**src/rtl/snn_pkg.sv**
```systemverilog
// Shared types and encodings for the SNN fetch path: request/packet type codes,
// sequencer state encoding and the PE-array packet bundle.
package snn_pkg;

   localparam logic [1:0] REQ_SPIKE  = 2'd1;
   localparam logic [1:0] REQ_FILTER = 2'd2;

   localparam logic PKT_WEIGHT = 1'b0;
   localparam logic PKT_SPIKE  = 1'b1;

   localparam int unsigned SNN_CW = 8;
   localparam int unsigned SNN_DW = 8;

   typedef enum logic [3:0] {
      StIdle,
      StFReq,
      StFRsp,
      StFPkt,
      StSReq,
      StSRsp,
      StSPkt,
      StWaitTs,
      StTAdv,
      StDone
   } state_e;

   // Bundle widths are the package defaults; the top casts to its own CW/F_WIDTH.
   typedef struct packed {
      logic              ptype;
      logic [SNN_CW-1:0] x;
      logic [SNN_CW-1:0] y;
      logic [SNN_DW-1:0] data;
   } pkt_t;

endpackage

```
**src/rtl/snn_raster_counter.sv**
```systemverilog
// Row-major 2-D counter with run-time bounds; wraps to (0,0) when stepped on the
// last position so one instance can serve both the filter and spike-map scans.
module snn_raster_counter #(
   parameter int unsigned CW = 8
) (
   input  logic          clk,
   input  logic          reset,
   input  logic          clear,
   input  logic          step,
   input  logic [CW-1:0] rows,
   input  logic [CW-1:0] cols,
   output logic [CW-1:0] row,
   output logic [CW-1:0] col,
   output logic          last
);

   logic [CW-1:0] row_q, row_d;
   logic [CW-1:0] col_q, col_d;
   logic          col_end;

   always_comb begin
      col_end = (col_q == cols - CW'(1));
      last    = col_end && (row_q == rows - CW'(1));
      row_d   = row_q;
      col_d   = col_q;
      if (clear) begin
         row_d = '0;
         col_d = '0;
      end else if (step) begin
         if (last) begin
            row_d = '0;
            col_d = '0;
         end else if (col_end) begin
            row_d = row_q + CW'(1);
            col_d = '0;
         end else begin
            col_d = col_q + CW'(1);
         end
      end
   end

   always_ff @(posedge clk) begin
      if (reset) begin
         row_q <= '0;
         col_q <= '0;
      end else begin
         row_q <= row_d;
         col_q <= col_d;
      end
   end

   assign row = row_q;
   assign col = col_q;

endmodule

```
**src/rtl/snn_load_sequencer.sv**
```systemverilog
// Fetch sequencer: loads all filter weights once per run, then per timestep scans
// the input-spike map forwarding only set spikes, and advances the memory timestep.
module snn_load_sequencer
   import snn_pkg::*;
#(
   parameter int unsigned TIMESTEPS = 10,
   parameter int unsigned F_ROWS    = 3,
   parameter int unsigned F_COLS    = 3,
   parameter int unsigned F_WIDTH   = SNN_DW,
   parameter int unsigned IF_ROWS   = 5,
   parameter int unsigned IF_COLS   = 5,
   parameter int unsigned CW        = SNN_CW
) (
   input  logic               clk,
   input  logic               reset,
   input  logic               start,
   output logic               req_valid,
   input  logic               req_ready,
   output logic [1:0]         req_type,
   output logic [CW-1:0]      req_x,
   output logic [CW-1:0]      req_y,
   input  logic               rsp_valid,
   input  logic [F_WIDTH-1:0] rsp_data,
   output logic               pkt_valid,
   input  logic               pkt_ready,
   output logic               pkt_type,
   output logic [CW-1:0]      pkt_x,
   output logic [CW-1:0]      pkt_y,
   output logic [F_WIDTH-1:0] pkt_data,
   input  logic               ts_done,
   output logic               t_valid,
   output logic [CW-1:0]      t_value,
   output logic               busy,
   output logic               done
);

   state_e             state_q, state_d;
   logic [F_WIDTH-1:0] weight_q, weight_d;
   logic [CW-1:0]      t_q, t_d;
   logic               cnt_clear, cnt_step, cnt_last;
   logic [CW-1:0]      cnt_rows, cnt_cols, row, col;
   logic               filter_phase;
   pkt_t               pkt;

   // The single counter is retargeted by phase: filter bounds until the scan begins.
   assign filter_phase = (state_q == StFReq) || (state_q == StFRsp) || (state_q == StFPkt);
   assign cnt_rows     = filter_phase ? CW'(F_ROWS) : CW'(IF_ROWS);
   assign cnt_cols     = filter_phase ? CW'(F_COLS) : CW'(IF_COLS);

   snn_raster_counter #(
      .CW(CW)
   ) u_counter (
      .clk  (clk),
      .reset(reset),
      .clear(cnt_clear),
      .step (cnt_step),
      .rows (cnt_rows),
      .cols (cnt_cols),
      .row  (row),
      .col  (col),
      .last (cnt_last)
   );

   always_comb begin
      state_d   = state_q;
      weight_d  = weight_q;
      t_d       = t_q;
      cnt_clear = 1'b0;
      cnt_step  = 1'b0;
      req_valid = 1'b0;
      req_type  = '0;
      req_x     = '0;
      req_y     = '0;
      pkt_valid = 1'b0;
      pkt       = '0;
      t_valid   = 1'b0;
      t_value   = '0;

      unique case (state_q)
         StIdle: begin
            cnt_clear = 1'b1;
            t_d       = '0;
            if (start) state_d = StFReq;
         end
         StFReq: begin
            req_valid = 1'b1;
            req_type  = REQ_FILTER;
            req_x     = row;
            req_y     = col;
            if (req_ready) state_d = StFRsp;
         end
         StFRsp: begin
            if (rsp_valid) begin
               weight_d = rsp_data;
               state_d  = StFPkt;
            end
         end
         StFPkt: begin
            pkt_valid = 1'b1;
            pkt.ptype = PKT_WEIGHT;
            pkt.x     = SNN_CW'(row);
            pkt.y     = SNN_CW'(col);
            pkt.data  = SNN_DW'(weight_q);
            if (pkt_ready) begin
               if (cnt_last) begin
                  cnt_clear = 1'b1;
                  state_d   = StSReq;
               end else begin
                  cnt_step = 1'b1;
                  state_d  = StFReq;
               end
            end
         end
         StSReq: begin
            req_valid = 1'b1;
            req_type  = REQ_SPIKE;
            req_x     = row;
            req_y     = col;
            if (req_ready) state_d = StSRsp;
         end
         StSRsp: begin
            if (rsp_valid) begin
               if (rsp_data[0]) begin
                  state_d = StSPkt;
               end else if (cnt_last) begin
                  cnt_clear = 1'b1;
                  state_d   = StWaitTs;
               end else begin
                  cnt_step = 1'b1;
                  state_d  = StSReq;
               end
            end
         end
         StSPkt: begin
            pkt_valid = 1'b1;
            pkt.ptype = PKT_SPIKE;
            pkt.x     = SNN_CW'(row);
            pkt.y     = SNN_CW'(col);
            pkt.data  = SNN_DW'(1);
            if (pkt_ready) begin
               if (cnt_last) begin
                  cnt_clear = 1'b1;
                  state_d   = StWaitTs;
               end else begin
                  cnt_step = 1'b1;
                  state_d  = StSReq;
               end
            end
         end
         StWaitTs: begin
            if (ts_done) state_d = StTAdv;
         end
         StTAdv: begin
            t_valid   = 1'b1;
            t_value   = t_q + CW'(1);
            t_d       = t_value;
            cnt_clear = 1'b1;
            state_d   = (t_value == CW'(TIMESTEPS)) ? StDone : StSReq;
         end
         StDone: begin
            if (start) begin
               cnt_clear = 1'b1;
               t_d       = '0;
               state_d   = StFReq;
            end
         end
         default: state_d = StIdle;
      endcase
   end

   always_ff @(posedge clk) begin
      if (reset) begin
         state_q  <= StIdle;
         weight_q <= '0;
         t_q      <= '0;
      end else begin
         state_q  <= state_d;
         weight_q <= weight_d;
         t_q      <= t_d;
      end
   end

   assign pkt_type = pkt.ptype;
   assign pkt_x    = CW'(pkt.x);
   assign pkt_y    = CW'(pkt.y);
   assign pkt_data = F_WIDTH'(pkt.data);
   assign busy     = (state_q != StIdle) && (state_q != StDone);
   assign done     = (state_q == StDone);

endmodule

```
**config.mk**
```make
export PLATFORM = sky130hd
export DESIGN_NAME = snn_load_sequencer
export DESIGN_NICKNAME = d
export VERILOG_FILES = /design/src/rtl/snn_pkg.sv /design/src/rtl/snn_raster_counter.sv /design/src/rtl/snn_load_sequencer.sv
export SDC_FILE = /design/constraint.sdc
export NUM_CORES = 1
export LEC_CHECK = 0
export ABC_AREA = 1
export ABC_CLOCK_PERIOD_IN_PS = 2120
export BUFFER_PORTS_ARGS = -buffer_cell sky130_fd_sc_hd__buf_2
export CAP_MARGIN = 40
export CORE_MARGIN = 2
export CORE_UTILIZATION = 40
export DETAILED_ROUTE_END_ITERATION = 6
export PLACE_DENSITY_LB_ADDON = 0.05
export SLEW_MARGIN = 30
export SYNTH_ARGS = -nofsm -noshare
export SYNTH_HDL_FRONTEND = slang
export SYNTH_SLANG_ARGS = --single-unit
export TNS_END_PERCENT = 5
```
**constraint.sdc**
```tcl
create_clock -name clk -period 2.12 [get_ports clk]
set_input_delay 0.106 -clock clk [delete_from_list [all_inputs] [get_ports clk]]
set_output_delay 0.106 -clock clk [all_outputs]
set_load 0.02 [all_outputs]
```
======== Word-level counts from Yosys, hierarchy flattened ========
Cells that the tools add are included.
word-level totals
  register bits ........................... 36
  input bits .............................. 15
  output and inout port bits .............. 56
cells by class
  $add $sub $neg .......................... 4
  equal/unequal tests ..................... 22
  mux-type cells .......................... 39
  reductions and logical operators ........ 17
operators by type and width
  cell                                                                   number
  8-bit 2-to-1 mux                                                       8
  25-bit case mux with 2 select lines                                    1
  4-bit 2-to-1 mux                                                       9
  4-bit case mux with 9 select lines                                     1
  8-bit by 1-bit adder with 8-bit output, second input constant          3
  8-bit case mux with 3 select lines                                     1
  4-bit by 3-bit equality test with 1-bit output, second input constant  4
  8-bit equality test                                                    2
  2-bit != test, second input constant                                   8
  1-bit 2-to-1 mux                                                       12
  2-bit OR reduction                                                     5
  4-bit by 2-bit equality test with 1-bit output, second input constant  2
  4-bit equality test, second input constant                             2
  8-bit by 4-bit equality test with 1-bit output, second input constant  1
  8-bit AND reduction                                                    1
  3-bit 2-to-1 mux                                                       2
  2-bit AND reduction                                                    3
  4-bit by 1-bit equality test with 1-bit output, second input constant  1
  4-bit zero test                                                        1
  2-bit 2-to-1 mux                                                       2
  4-bit != test, second input constant                                   1
  1-bit case mux with 4 select lines                                     1
  2-bit case mux with 2 select lines                                     1
  4-bit nonzero test                                                     1
  other kinds (7)                                                        9

======== Depth between registers and ports, before layout ========
Gate-level depths: netlist (run 1).
  depth after elaboration ................. 12
  mapped depth ............................ 13
  depth with buffers taken out ............ 13

======== Modules after synthesis ========
A second synthesis (run 1) with hierarchy kept.
unflattened totals
  cells, all modules ...................... 514
  area total of the unflattened synthesis .. 3026.7 um2
modules (own cells, without submodules)
  module              instances  cells an instance  area each (um2)  sequential area each (um2)
  snn_raster_counter  1          253                1524.0           320.3
  snn_load_sequencer  1          261                1502.7           400.4

======== Worst setup path after synthesis (run 1) ========
OpenSTA, ideal clock, no wires.
  kind .................................... reg2reg
  start point ............................. register state_q[1]
  end point ............................... register t_q[1]
  data arrival time ....................... 1685 ps
  data required time ...................... 2034 ps
  setup slack ............................. 350 ps
  cell stages (with the launch flop) ...... 10
  path buffers ............................ 0
  period minus slack after synthesis ...... 1770 ps
  cells stage by stage .................... dfxtp_1 inv_1 nand2_1 nor2_1 inv_1 nor2_4 inv_1 nor2_1 nor2_1 a211oi_1
on the way
  word-level cells in the longest chain between the ends .. 3
  elaborated cells between the ends (all ways) .. 7
  those cells by class .................... eq/ne: 3; mux: 1; reduce/logical: 3
ends and longest elaborated chain
  what                                                                  RTL line                   source
  from (decl)                                                           snn_load_sequencer.sv:37   state_e state_q, state_d;
  from (signal assigned)                                                snn_load_sequencer.sv:173  state_q <= StIdle;
  from (signal assigned)                                                snn_load_sequencer.sv:177  state_q <= state_d;
  4-bit equality test / 4-bit zero test (equally long branches)         snn_load_sequencer.sv:79   unique case (state_q)
  2-bit != test (no line) / 3-bit nonzero test (equally long branches)  n/a
  2-bit AND reduction (no line)                                         n/a
  to (signal assigned)                                                  snn_load_sequencer.sv:179  t_q <= t_d;
  to (decl)                                                             snn_load_sequencer.sv:39   logic [CW-1:0] t_q, t_d;
Several ways; a longest one is shown, not always the timed one.
A chain may end at the register's enable or synchronous reset.

======== Final worst setup path (run 1) ========
  start point ............................. register state_q[0]
  end point ............................... register u_counter.col_q[3] (netlist: u_counter.col[3])
on the way
  word-level cells in the longest chain between the ends .. 12
  elaborated cells between the ends (all ways) .. 30
  those cells by class .................... add/sub: 1; eq/ne: 9; mux: 13; reduce/logical: 7
ends and longest elaborated chain
  what                                                                                                                     RTL line                                                                         source
  4-bit by 1-bit equality test with 1-bit output / 4-bit by 2-bit equality test with 1-bit output (equally long branches)  snn_load_sequencer.sv:46                                                         assign filter_phase = (state_q == StFReq) || (state_q == StFRsp) || (state_q == StFPkt);
  1-bit logical OR (2 in series)                                                                                           snn_load_sequencer.sv:46
  3-bit 2-to-1 mux                                                                                                         snn_load_sequencer.sv:47, snn_load_sequencer.sv:48
  3-bit by 1-bit subtractor with 4-bit output                                                                              snn_raster_counter.sv:22, snn_raster_counter.sv:23
  8-bit equality test, on equally long branches                                                                            snn_raster_counter.sv:22, snn_raster_counter.sv:23
  1-bit logical AND                                                                                                        snn_raster_counter.sv:23                                                         last = col_end && (row_q == rows - CW'(1));
  1-bit 2-to-1 mux                                                                                                         snn_load_sequencer.sv:105, snn_load_sequencer.sv:125, snn_load_sequencer.sv:141
  1-bit 2-to-1 mux                                                                                                         snn_load_sequencer.sv:123                                                        if (rsp_data[0]) begin
  1-bit 2-to-1 mux                                                                                                         snn_load_sequencer.sv:122                                                        if (rsp_valid) begin
  1-bit case mux with 4 select lines                                                                                       snn_load_sequencer.sv:79
  2-bit OR reduction (no line)                                                                                             n/a
  to (signal assigned)                                                                                                     snn_raster_counter.sv:48                                                         col_q <= col_d;
  to (decl)                                                                                                                snn_raster_counter.sv:18                                                         logic [CW-1:0] col_q, col_d;
Several ways; a longest one is shown, not always the timed one.

==> results of run 1 <==
==> through the flow <==
| stage | worst slack, ns | hold slack [ns] | power, mW | cell area, µm² |
|---|---|---|---|---|
| CTS | 0.153 | 0.0844 | 2.16 | 2950 |
| finish | 0.221 | 0.0960 | 2.14 | 2950 |
| global placement | 0.321 | 0.389 | 1.55 | 2840 |
| floorplan | 0.350 | 0.282 | 1.35 | 2430 |
| detailed placement | 0.242 | 0.397 | 1.56 | 2840 |
| global route | 0.0218 | 0.0831 | 2.29 | 2950 |
==> routing by layer <==
layer	global-route usage	wire length (µm)
met5	0	0
met4	0.0600	85
met3	0.0352	244
met2	0.326	2870
met1	0.228	2810
==> logic make-up after synthesis <==
logic type                 after synthesis
and+or+nand+nor                        222
DFF                                     36
AOI/OAI and AO/OA                       47
xor gates and xnor gates                 8
adders and majority gates                4
buffers and inverters                   73
==> timing repair <==
item,4_1_cts,5_1_grt
resized for setup,0,1
endpoints found under the setup margin,0,3
hold endpoints to repair,0,0
buffers inserted,0,0
==> cell usage after synthesis, types with 3 or more instances <==
cell	number
dfxtp_1	36
o21ai_0	8
nor3_1	7
clkbuf_1	7
xnor2_1	3
nor2_1	80
nand2_1	85
a21oi_2	3
inv_2	3
nor2_2	5
nand4_1	7
nand3_1	17
or2_2	3
xor2_1	5
nand2_4	3
a21oi_1	25
nand3b_1	5
ha_1	4
nor2_4	3
a211oi_1	9
inv_1	58
==> critical path: stages, from the launching register on <==
cell and delay (ns):
dfxtp_1 0.45, inv_1 0.07, nand2_1 0.15, nand2_2 0.11
nand2_1 0.09, nand2_1 0.07, nor2_2 0.15, nand2_4 0.10
inv_2 0.09, nand2_1 0.07, nand3b_2 0.33, nor3b_1 0.10
==> power breakdown <==
part	switching [mW]	internal, mW	leakage, nW
logic	0.555	0.232	1.02
clock network	0.247	0.349	0.0552
registers	0.0293	0.723	0.291
==> state kept, by name, indices dropped and copies added (netlist names) <==
register,cells
weight_q,8
state_q,4
t_q,8
u_counter.col,8
u_counter.row,8
==> final timing paths <==
kind               start                to  slack [ns]  depth (start not counted)
max           state_q[0]  u_counter.col[3]        0.22                         11
max reg2reg   state_q[0]  u_counter.col[3]        0.22                         11
min          rsp_data[1]       weight_q[1]         0.1                          3
min reg2reg  weight_q[1]       weight_q[1]        0.46                          2
==> layout make-up <==
class / instances / area, µm²
fill: 659 / 2940
multi-input combinational: 281 / 1410
sequential: 36 / 721
timing repair buffer: 74 / 380
inverter: 62 / 238
tap: 75 / 93.8
clock buffer: 6 / 72.6
clock inverter: 2 / 35.0
==> impl_metrics.toml, run 1 <==
[detailed_routing]
drc = 0
via_per_inst = 4.83
dr.pass1.iters = 4
ant_nets = 0
wl_per_cell_um = 11.2
routed_wl_um = 6010
vias = 2587
first_iter_violations = 102

[layout]
drive_gt1_frac = 0.234
final_core_util = 0.501
area.growth.synth_to_final_pct = 21.5
stdcell_count = 536
final_common_cell = "nand2_1"
final_cell_mix = "nand2_1 (85), nor2_1 (79), buf_2 (70)"
nets = 479
antenna_cells = 0

[grt]
grt_pass1_wl_um = 9800
antenna_found_initial = 0
grt_pass1_vias = 2232
overflow = 0
grt_max_degree = 22
grtUsageTotal = 0.186

[min_path]
hold_class = "primary input to register"

[timing]
hold_violations = 0
worstMarginPinSlew_ns = 0.485
post-route-min-period_ns = 1.90
finalSetupTns_ns = 0
final.period_utilization = 0.896
max_freq_ghz = 0.527
rsz0062_at_grt = "false"
finalSetupViolations = 0
finClkSkew_ns = 0.00614
drv_slew = 0
maxSlewHeadroom = 0.676

[logic_synthesis]
yosys.area.top_type = "dfxtp_1"
async_flop_share = 0
synth_edf_count = 0
synth_top_family_by_area = "simple AND/OR/NAND/NOR gates"
synth_nets = 409
yosys.area_share.simple = 0.412
synthTopCellsByArea = "dfxtp_1 (30%), nand2_1 (13%), nor2_1 (12%)"
synth_top_area_frac = 0.297
synth_warnings = 0
synth_cell_types = 32
synth_xor_area_frac = 0.0289
syn_area_per_cell_um2 = 6.22
netlist_area_mm2 = 0.00243
synth-seq-cells = 36
synth_fa_ha_area_frac = 0.0206
syn_inst = 390
synth_compound_area_frac = 0.118
synthMuxAreaShare = 0
synth_top_flop_cell = "dfxtp_1"
synth-seq-area-share = 0.297

[place]
dp_cells = 528
port-buffer-count = 70
dp_hpwl_um = 4620
gp_congestion = 0.863

[clocking]
clkSinkCount = 36
clock_path_buffers = 2
root_buffer = "clkbuf_8"
cts_tree = "built"
h-tree-depth = 2
worstSkewPairLatency_ns = 0.28
cts_hold_buf = 0
numCtsBuffers = 5
path_clk_slew_ns = 0.07

[pwr]
ir_drop_mv = 0.419
power.density_mw_per_mm2 = 724
p_leak_nw = 1.37

[setup_path]
worstPathRequired_ns = 2.28
worstPathMaxFanout = 16
start_kind = "register"
crit_type = "register to register"
crit_path_end_kind = "register"
cp.arrival_ns = 2.05

[floorplan]
dieArea_mm2 = 0.00670
die_h_um = 81.9
start_util = 0.412
die_w_um = 81.9
core_area_mm2 = 0.00589
ios = 71
rows = 28

[job]
maxCapViolCount = 0

[outcome]
status = "completed"
Note: power is estimated with default switching activity, not from simulation.
==> run 2, diff against run 1 <==
- ABC_CLOCK_PERIOD_IN_PS: 2120 -> 1760
- CORE_MARGIN: 2 -> unset
- CORE_UTILIZATION: 40 -> 45
- clock period: 2.12 -> 1.76 ns (I/O delays scaled with it)
==> run 2 against run 1 <==
Power increased by 26%. Routed wire length up 4.1%. Clock power is 7.6% higher. Global-route usage grew 3.2 points. Flip-flop and latch count is the same. Largest power group unchanged. Sequential power rose by 22%. Sequential share of layout area shrank 1.3 points. Core utilization grew 12 points. Non-clock buffer count is 15 higher.
==> impl_metrics.toml, run 2 (synthesis gave the netlist of run 1 again) <==
[outcome]
status = "completed"

[place]
port-buffer-count = 70
dp_cells = 532
pre_cts_ws_ns = 0.0286
gp_congestion = 0.851
dp_hpwl_um = 4510

[timing]
hold_violations = 0
timing.hold.ws_ns = 0.0777
drv_slew = 0
finClkSkew_ns = 0.00384
max_freq_ghz = 0.588
post-route-min-period_ns = 1.70
maxSlewHeadroom = 0.730
worstMarginPinSlew_ns = 0.405
final.period_utilization = 0.966
layout_setup_ws_ns = 0.0600
finalSetupViolations = 0

[layout]
drive_gt1_frac = 0.307
stdcell_count = 545
area.growth.synth_to_final_pct = 31.0
antenna_cells = 0
nets = 494
final_common_cell = "nand2_1"
final_core_util = 0.619
final_cell_mix = "nand2_1 (81), nor2_1 (71), buf_2 (65)"

[clocking]
worstSkewPairLatency_ns = 0.28
root_buffer = "clkbuf_8"
cts_hold_buf = 0
path_clk_slew_ns = 0.07
clock_path_buffers = 2
numCtsBuffers = 5
cts_tree = "built"
clkSinkCount = 36
h-tree-depth = 2

[floorplan]
rows = 26
die_w_um = 75.4
dieArea_mm2 = 0.00569
die_h_um = 75.4
ios = 71
core_area_mm2 = 0.00514
start_util = 0.472

[grt]
grt_pass1_vias = 2216
antenna_found_initial = 0
overflow = 0
use_met1 = 0.268
top_usage_layer = "met2"
grt_max_degree = 22
grt_pass1_wl_um = 9580
use_met2 = 0.383
grtUsageTotal = 0.218
grt.met3_usage = 0.0437

[pwr]
ir_drop_mv = 0.584
p_leak_nw = 1.46
p_total_mw = 2.70
power.density_mw_per_mm2 = 850

[setup_path]
cp.arrival_ns = 1.61
cp.depth = 7
start_kind = "register"
crit_path_end_kind = "output port"
cp_top_family = "simple AND/OR/NAND/NOR gates"
critical_path_buf_inv_count = 3
worstPathMaxFanout = 14
cp_slowest_cell = "dfxtp_2"
slowest_delay_ns = 0.35
crit_type = "register to output port"
rr_worst_depth = 10
crit_chain = "inv_2, nand2_4, nor3_4, nor2_4, buf_4, nor2_1, buf_4"
worstPathRequired_ns = 1.67
timing.critical_path.mode_cell = "buf_4"

[detailed_routing]
dr.pass1.iters = 4
first_iter_violations = 134
via_per_inst = 4.90
drc = 0
vias = 2670
wl_per_cell_um = 11.5
routed_wl_um = 6260
ant_nets = 0

[job]
maxCapViolCount = 0

[min_path]
hold_class = "primary input to register"
whs_path_depth = 3
## run 2: cell types whose count changed in the layout (fill, tap and decap cells not counted), moves of 4 or more
cell	previous run	this run
nor2_1	79	71
buf_4	4	23
dfxtp_1	36	30
nand2_1	85	81
nor2_4	3	9
buf_2	70	65
## run 2: metrics by stage
step	area [µm²]	setup TNS [ns]
4_1_cts	3020	-0.00873
2_1_floorplan	2430	0
5_1_grt	3180	-0.154
3_5_place_dp	2910	0
3_3_place_gp	2910	0
6_report	3180	0
## run 2: worst paths after layout
| kind | from | end | slack [ns] |
|---|---|---|---|
| setup reg to reg | u_counter.col[1] | u_counter.col[3] | 0.14 |
| setup / recovery | state_q[3] | pkt_x[3] | 0.06 |
| hold / removal | rsp_data[1] | weight_q[1] | 0.08 |
| hold reg to reg | u_counter.col[6] | u_counter.col[6] | 0.47 |
## run 2: per-layer routing
metal | share of wire | vias to the layer above | wire [µm]
met5 | 0 | - | 0
met2 | 0.49 | 71 | 3080
met3 | 0.039 | 8 | 244
met1 | 0.46 | 1198 | 2860
li1 | - | 1393 | -
met4 | 0.012 | 0 | 76
## run 2: worst reg2reg max path, cell delays in order, from the launching register on
cell	delay [ns]
dfxtp_1	0.33
inv_1	0.18
nor2_1	0.08
nor2_2	0.17
nor2_4	0.07
nand2_4	0.11
inv_2	0.08
nand2_1	0.09
nand3b_2	0.10
buf_12	0.16
nor3b_1	0.18
## run 2: report_power, final
| group | total [mW] | internal (mW) | switching (mW) | leakage [nW] |
|---|---|---|---|---|
| logic | 1.14 | 0.387 | 0.755 | 1.12 |
| registers | 0.918 | 0.878 | 0.0406 | 0.294 |
| clock network | 0.641 | 0.349 | 0.292 | 0.0503 |
| total | 2.70 | 1.61 | 1.09 | 1.46 |
## run 2: final cells by class
class,instances,area [µm²]
inverters,62,243
clock buffers,7,96.3
flip-flops and latches,36,736
multi-input cells,281,1500
repair buffers,89,518
well taps,70,87.6
fillers,509,1960
## run 2: timing repair
item / 4_1_cts / 5_1_grt
setup buffers: 0 / 6
setup endpoints to repair: 28 / 64
pin swaps: 0 / 7
gates resized for setup: 4 / 42
==> run 3, diff against run 2 <==
- CAP_MARGIN: 40 -> 20
- CORE_ASPECT_RATIO: unset -> 1.5
==> run 3 against run 2 <==
Critical path depth unchanged. Sequential share of layout area shrank 0.63 points. Cell count shrank 0.18%. Via count is 0.52% lower. Power increased by 2.6%. Routed wire length rose by 0.51%.
==> impl_metrics.toml, run 3 (synthesis gave the netlist of run 1 again) <==
[outcome]
status = "completed"

[setup_path]
crit_chain = "inv_4, nand2_4, nor3_4, nor2_4, buf_8, nor2_1, buf_4"
worstReg2RegStart = "state_q[3]"
reg2reg_to = "u_counter.row[2]"
crit_start = "state_q[3]"
rr_worst_depth = 10
worstPathMaxFanout = 14
slowest_delay_ns = 0.36
start_kind = "register"
crit_type = "register to output port"
rrSetupSlack_ns = 0.08
critical_path.endpoint = "pkt_x[4]"
cp_slowest_cell = "dfxtp_2"
crit_path_end_kind = "output port"
worstPathRequired_ns = 1.67
cp.arrival_ns = 1.63

[clocking]
clkSinkCount = 36
root_buffer = "clkbuf_8"
numCtsBuffers = 5
cts_tree = "built"
path_clk_slew_ns = 0.08
h-tree-depth = 2
clock_path_buffers = 2
cts_hold_buf = 0
worstSkewPairLatency_ns = 0.29

[detailed_routing]
wl_per_cell_um = 11.6
dr.pass1.iters = 4
drc = 0
first_iter_violations = 145
ant_nets = 0
via_per_inst = 4.88
vias = 2656
routed_wl_um = 6290

[grt]
grt_max_degree = 22
overflow = 0
antenna_found_initial = 0
grt_pass1_vias = 2348
grt_pass1_wl_um = 10200
grtUsageTotal = 0.233

[layout]
antenna_cells = 0
final_common_cell = "nand2_1"
drive_gt1_frac = 0.317
final_core_util = 0.630
nets = 494
final_cell_mix = "nand2_1 (82), nor2_1 (66), inv_1 (55)"
area.growth.synth_to_final_pct = 34.0
fill_cells = 522
stdcell_count = 544

[place]
dp_cells = 534
dp_hpwl_um = 4810
gp_congestion = 0.889
port-buffer-count = 70

[pwr]
ir_drop_mv = 0.494
p_total_mw = 2.77
p_leak_nw = 1.48
power.density_mw_per_mm2 = 852

[timing]
maxSlewHeadroom = 0.737
final.period_utilization = 0.973
drv_slew = 0
rsz0062_at_grt = "true"
hold_violations = 0
finClkSkew_ns = 0.00615
post-route-min-period_ns = 1.71
worstMarginPinSlew_ns = 0.395
finalSetupViolations = 0
max_freq_ghz = 0.584

[floorplan]
start_util = 0.470
die_w_um = 62.0
ios = 71
die_h_um = 91.9
core_area_mm2 = 0.00516
dieArea_mm2 = 0.00569
rows = 32

[min_path]
hold_class = "primary input to register"

[job]
maxCapViolCount = 0
==> run 3: cell count changes in the layout (fill, tap and decap cells not counted), moves of 2 or more <==
cell	change
buf_2	-13
buf_4	+11
nor2_2	+6
nor2_1	-5
clkbuf_8	-2
==> run 3: power breakdown <==
part           total [mW]  internal, mW  switching (mW)
sequential          0.908         0.872          0.0355
clock               0.724         0.420           0.304
combinational        1.14         0.386           0.752
total                2.77          1.68            1.09
==> run 3: area by class of cell <==
| type | count | area, µm² | area share |
|---|---|---|---|
| Tap cell | 68 | 85.1 | 0.0262 |
| Sequential cell | 36 | 732 | 0.225 |
| Multi-Input combinational cell | 281 | 1510 | 0.466 |
| Timing Repair Buffer | 89 | 562 | 0.173 |
| Clock inverter | 2 | 35.0 | 0.0108 |
| Inverter | 62 | 251 | 0.0773 |
| Clock buffer | 6 | 72.6 | 0.0223 |
==> run 3: what timing repair did <==
item	in CTS	in global routing
setup endpoints to repair	24	66
endpoints found under the hold margin	0	0
pin swaps	0	6
setup buffers	0	2
resized for setup	4	62
==> run 3: worst min path at each step <==
stage                 from     endpoint  cells after the start
3_3_place_gp   rsp_data[6]  weight_q[6]                      3
2_1_floorplan  rsp_data[0]  weight_q[0]                      2
5_1_grt        rsp_data[7]  weight_q[7]                      3
3_5_place_dp   rsp_data[5]  weight_q[5]                      3
6_report       rsp_data[2]  weight_q[2]                      3
4_1_cts        rsp_data[2]  weight_q[2]                      3
==> run 3: routing by layer <==
metal | GRT usage | up-vias | share of wire
met4 | 0.0741 | 0 | 0.016
met5 | 0 | - | 0
li1 | - | 1389 | -
met3 | 0.0296 | 7 | 0.026
met2 | 0.414 | 56 | 0.55
met1 | 0.274 | 1204 | 0.41
==> run 3: critical path, delay by kind of cell (launching register included) <==
kind	cells	cell delay (ns)
buffers and inverters	3	0.39
DFF	1	0.36
and+or+nand+nor	4	0.58
==> run 3: metrics by stage <==
stage | hold WS [ns] | setup slack (ns) | TNS [ns] | cell area [µm²]
2_1_floorplan | 0.264 | 0.0293 | 0 | 2430
3_3_place_gp | 0.370 | 0.0874 | 0 | 2940
3_5_place_dp | 0.381 | 0.0637 | 0 | 2940
4_1_cts | 0.0658 | -0.00185 | -0.00185 | 3060
5_1_grt | 0.0920 | -0.0416 | -0.484 | 3250
6_report | 0.0700 | 0.0468 | 0 | 3250
